==> config.mk <==
export PLATFORM = sky130hd
export DESIGN_NAME = acc_rr_sched
export DESIGN_NICKNAME = d
export VERILOG_FILES = /design/src/rtl/acc_rr_sched.sv
export SDC_FILE = /design/constraint.sdc
export NUM_CORES = 1
export LEC_CHECK = 0
export BUFFER_PORTS_ARGS = -buffer_cell sky130_fd_sc_hd__buf_2
export CORE_MARGIN = 3
export CORE_UTILIZATION = 44
export DETAILED_ROUTE_END_ITERATION = 10
export GPL_ROUTABILITY_DRIVEN = 0
export PLACE_DENSITY = 0.74
export SETUP_SLACK_MARGIN = 0.4
export SLEW_MARGIN = 20
export SYNTH_ARGS = -nofsm -noshare
export SYNTH_HDL_FRONTEND = slang
export SYNTH_SLANG_ARGS = --single-unit
==> constraint.sdc <==
create_clock -name clk -period 1.5 [get_ports clk]
set_clock_uncertainty 0.1 [all_clocks]
set_input_delay 0.15 -clock clk [delete_from_list [all_inputs] [get_ports clk]]
set_output_delay 0.15 -clock clk [all_outputs]
set_load 0.05 [all_outputs]
==> src/rtl/acc_rr_sched.sv <==
// Round-robin scheduler sharing one guarded accumulator among N requesters.
// Optional guard feature: define ACC_RR_SCHED_GUARD_EN to enable the (op == acc) update guard.
module acc_rr_sched #(
  parameter int W      = 2,
  parameter int N      = 2,
  parameter int INIT   = 1,
  parameter int TARGET = 2
) (
  input  logic           clk,
  input  logic           reset,
  input  logic [N-1:0]   req,
  input  logic [N*W-1:0] add,
  output logic [N-1:0]   gnt,
  output logic           done,
  output logic           accept,
  output logic [W-1:0]   acc,
  output logic           hit,
  output logic           wrap,
  output logic           busy
);

  localparam int PW = (N > 1) ? $clog2(N) : 1;
  localparam logic [W-1:0] INIT_W   = W'(INIT);
  localparam logic [W-1:0] TARGET_W = W'(TARGET);

  typedef enum logic [1:0] {IDLE, GRANT, DONE} state_t;

  state_t         r_state;
  logic [W-1:0]   r_acc;
  logic [W-1:0]   r_op;
  logic [PW-1:0]  r_ptr;
  logic [PW-1:0]  r_win;
  logic [N-1:0]   r_gnt;
  logic           r_done;
  logic           r_accept;
  logic           r_wrap;

  logic           w_found;
  logic [PW-1:0]  w_idx;
  logic [W-1:0]   w_op;
  logic [W:0]     w_sum;
  logic           w_g;
  logic [PW-1:0]  w_ptr_next;

  // First set request at or above ptr, wrapping modulo N.
  always_comb begin
    int unsigned j;
    j       = 0;
    w_found = 1'b0;
    w_idx   = '0;
    for (int unsigned k = 0; k < N; k++) begin
      j = 32'(r_ptr) + k;
      if (j >= N) j = j - N;
      if (!w_found && req[j]) begin
        w_found = 1'b1;
        w_idx   = PW'(j);
      end
    end
  end

  assign w_op  = add[int'(w_idx)*W +: W];
  assign w_sum = {1'b0, r_acc} + {1'b0, r_op};

`ifdef ACC_RR_SCHED_GUARD_EN
  assign w_g = (r_op == r_acc);
`else
  assign w_g = 1'b1;
`endif

  assign w_ptr_next = (r_win == PW'(N-1)) ? '0 : r_win + 1'b1;

  always_ff @(posedge clk or posedge reset) begin
    if (reset) begin
      r_state  <= IDLE;
      r_acc    <= INIT_W;
      r_op     <= '0;
      r_ptr    <= '0;
      r_win    <= '0;
      r_gnt    <= '0;
      r_done   <= 1'b0;
      r_accept <= 1'b0;
      r_wrap   <= 1'b0;
    end else begin
      case (r_state)
        IDLE: begin
          if (w_found) begin
            r_win   <= w_idx;
            r_op    <= w_op;
            r_gnt   <= N'(1) << w_idx;
            r_state <= GRANT;
          end
        end
        GRANT: begin
          if (w_g) begin
            r_acc  <= w_sum[W-1:0];
            r_wrap <= r_wrap | w_sum[W];
          end
          r_accept <= w_g;
          r_done   <= 1'b1;
          r_ptr    <= w_ptr_next;
          r_state  <= DONE;
        end
        DONE: begin
          r_gnt    <= '0;
          r_done   <= 1'b0;
          r_accept <= 1'b0;
          r_state  <= IDLE;
        end
        default: r_state <= IDLE;
      endcase
    end
  end

  assign gnt    = r_gnt;
  assign done   = r_done;
  assign accept = r_accept;
  assign acc    = r_acc;
  assign hit    = (r_acc == TARGET_W);
  assign wrap   = r_wrap;
  assign busy   = (r_state != IDLE);

endmodule
# Word level (Yosys, flattened, before mapping)
# Index checks and enable logic that the tools add are counted.
# Widths: inputs -> output; s select.
# totals
reg_bits	12
latch_bits	0
mem_bits_rw	0
mem_bits_ro	0
in_bits	8
out_inout_bits	9
wordCells	48
mem_count	0
# classes
n_addsub	5
multipliers	0
div	0
order_cmp	4
n_eq_ne	4
shift	2
mux	16
bitwise_logic	1
reduce_logical	8
# ops
op	count
$lt 32x2->1 const B	2
$mux 32	2
$mux 1	9
$pmux 2 s2	2
$reduce_bool 2->1	3
$eq 2x2->1 const B	2
$mux 2	2
$reduce_and 2->1	2
$shiftx 4x3->2	1
$add 2x2->3	1
$sub 1x2->3 const B	1
$sub 2x2->3 const B	1
$add 1x1->2 const B	1
$eq 2x1->1 const B	1
$ge 1x2->1 const B	1
$ge 2x2->1 const B	1
$logic_not 2->1	1
$ne 2x2->1 const B	1
$pmux 1 s2	1
$shl 1x1->2 const A	1
$add 1x1->1 const B	1
$logic_and 1x1->1	1
$logic_not 1->1	1
$or 1x1->1	1

# Logic depth before layout (Yosys ltp)
# logic_depth
ltp_word	11
ltp_mapped	5

# Worst setup path before layout
# OpenSTA, ideal clock, no wires.
# synth_timing
kind	flip-flop to output port
start	reg r_acc[1] (netlist: acc[1])
end	out hit
t_arrival_ns	1.445
t_required_ns	1.250
slack_ns	-0.195
stages_incl_launch_ff	3
cell_sequence	dfrtp_1 inv_1 nor2_1
# synth_between
elab_chain_cells	1
# synth_lines
element	line	rtl
start: declaration	29	logic [W-1:0] r_acc;
start signal: assignment	95	r_acc <= w_sum[W-1:0];
$eq 2x2->1	118	assign hit = (r_acc == TARGET_W);
end: declaration	17	output logic hit,
# Every way passes these cells.

# Worst setup path after layout
# layout_timing
start	reg r_state[0]
end	out busy
# layout_between
elab_chain_cells	1
# layout_lines
element	line	rtl
start: declaration	28	state_t r_state;
start signal: assignment	74	r_state <= IDLE;
start signal: assignment	90	r_state <= GRANT;
start signal: assignment	101	r_state <= DONE;
$reduce_bool 2->1	120	assign busy = (r_state != IDLE);
end: declaration	19	output logic busy
# Every way passes these cells.

==> metrics.cfg <==
[clocking]
cts_root_buf=clkbuf_4
cts.reportedPaths.clkPinSlew_ns=0.08
clock_latency_ns=0.28
htreeDepth=1
cts_buffers=3
clockBufferDepth=2
cts_sinks=12
cts_tree=done

[cells_and_area]
antenna_cells=0
fillers=73
layout-drive-gt1-share_pct=62.6
final_util_pct=82.0
register_area_um2=307
nNetsFinal=107
instances_no_fill=106
syn_to_final_growth_pct=72.4
multiInputGateArea_um2=402

[detailed_routing]
first_pass_iters=4
drc=0
routed-via-count=542
ant_nets=0
drtIter0Drc=2
wl_per_cell_um=16.2
viasPerCell=5.11
finalWirelength_mm=1.71

[global_route]
overflow=0
grt_pass1_vias=599
grt_max_degree=13
track_usage_pct=21.5
antenna_found_initial=0
grt_pass1_wl_mm=2.88

[timing]
setup_ws_ns=-0.0340
fin_crit_sh_pct=102
tightest_slew_ns=0.472
min_period_ns=1.53
hold_viol=0
max_freq_ghz=0.652
setup_viol=2
maxSlewHeadroom_pct=68.5
drv_slew=0
rsz0062_at_grt=true

[die]
die_h_um=44.0
pin_count=17
die_width_um=44.0
num_rows=13
core_area_um2=1330
die_area_um2=1930
initial_core_util_pct=47.6

[yosys]
ys_types=21
syn_inst=58
synth_edf_count=0
yosys_warnings=0
synth_top_cell_by_area=dfrtp_1
synth_common_cells=11 x dfrtp_1, 10 x inv_1, 6 x ha_1, 6 x nor2_1, 4 x mux2_2
synth_seq_cells=12
netlist_area_um2=634
synthTopCellsByArea=dfrtp_1 43%, ha_1 12%, mux2_2 7.1%
async_flop_share_pct=100
synth_ff_type=dfrtp_1
yosysSeqAreaShare_pct=47.5
synth_top_area_share_pct=43.4
yosys.cell_count.top_type=dfrtp_1
syn_nets=73
syn-mean-instance-area_um2=10.9

[hold_path]
hold_path_class=input pin to register
hold_depth=3

[critical_path]
cp_max_fo=2
r2r_slack_ns=-0.02
worstRegToRegCells=4
cp-end-kind=output port
cp.required_ns=1.25
startpoint_type=register
arrival_ns=1.28
path_class=register to output port

[power]
leakage_nw=0.513
powerDensity_nw_per_um2=2550
totalPowerFinal_mw=2.79
ir_drop_v=0.00143

[status]
status=complete, but fails checks
violations=negative setup slack

[placement]
portBuffers=16
dp_cells=92
dp_hpwl_um=958

[job]
max-cap-violations=0

repair_timing:
action / 4_1_cts / 5_1_grt
buffers inserted: 7 / 2
hold endpoints to repair: 11 / 0
resized for setup: 35 / 5
pin swaps: 5 / 4
hold buffers: 1 / 0
setup endpoints to repair: 20 / 20
layout by cell type, fill, tap and decap left out, types with 2 or more instances in the layout:
cell type / instances
a32o_2: 2
o21ai_0: 2
clkbuf_4: 3
buf_8: 4
ha_4: 4
buf_2: 7
inv_1: 6
inv_2: 3
buf_6: 13
nor2_2: 2
dfrtp_1: 10
nor2_1: 3
a31oi_1: 2
nand3_1: 2
buf_4: 5
ha_1: 2
mux2_4: 4
critical path, stage by stage, from the launching register on:
cell and delay [ns]:
dfrtp_1 0.40, inv_2 0.09, ha_4 0.14, buf_6 0.10, clkinvlp_4 0.10, buf_8 0.16
cell families (layout without fill, tap and decap cells):
kind of cell | Yosys count | in the layout | share of synthesized area [%]
AOI/OAI and AO/OA | 12 | 12 | 13.6
DFF | 12 | 12 | 47.5
and+or+nand+nor | 12 | 12 | 9.66
buffers and inverters | 11 | 44 | 7.10
adders and majority gates | 7 | 7 | 15.0
muxes | 4 | 4 | 7.10
sequential cells by signal, summed over array words and instances, names as in the netlist:
name,count
accept,1
gnt,2
r_win,1
r_op,2
r_state,2
r_ptr,1
wrap,1
acc,2
final timing paths:
check | end | start
min in group asynchronous | wrap$_DFFE_PP0N_ | reset
worst max-delay path | busy | r_state[0]$_DFFE_PP0P_
worst max register to register | acc[1]$_DFFE_PP0N_ | acc[0]$_DFFE_PP1N_
worst min register to register | gnt[1]$_DFFE_PP0P_ | gnt[1]$_DFFE_PP0P_
max in group asynchronous | accept$_DFFE_PP0P_ | reset
worst min-delay path | r_op[1]$_DFFE_PP0P_ | add[1]
through the flow:
| step | cell area, um^2 | setup slack [ns] | hold slack, ns | TNS [ns] |
|---|---|---|---|---|
| 4_1_cts | 1050 | -0.0135 | 0.0281 | -0.0135 |
| 5_1_grt | 1090 | -0.0778 | 0.0467 | -0.183 |
| 6_report | 1090 | -0.0340 | 0.0309 | -0.0526 |
| 3_3_place_gp | 825 | 0.0136 | 0.0786 | 0 |
| 3_5_place_dp | 825 | -0.00692 | 0.0895 | -0.00692 |
| 2_1_floorplan | 703 | -0.118 | -0.0861 | -0.148 |
area by class of cell:
cell class,instances,area share (%)
Multi-Input combinational cell,35,36.7
Sequential cell,12,28.0
Timing Repair Buffer,30,26.4
Inverter,10,3.78
Clock buffer,4,3.32
Tap cell,15,1.72
power by group:
part	switching [mW]	internal, mW
Clock	0.123	0.148
Sequential	0.118	0.486
Combinational	0.940	0.971
Total	1.18	1.61
routing by layer:
| layer | global-route usage (%) | share of wire [%] | vias to the layer above | routed length (um) |
|---|---|---|---|---|
| met5 | 0 | 0 | - | 0 |
| met4 | 12.7 | 3.7 | 0 | 63 |
| li1 | - | - | 258 | - |
| met2 | 38.7 | 59 | 11 | 1000 |
| met3 | 3.32 | 2.9 | 6 | 49 |
| met1 | 23.2 | 35 | 267 | 596 |
No activity file was read; power rests on OpenSTA's default activity.
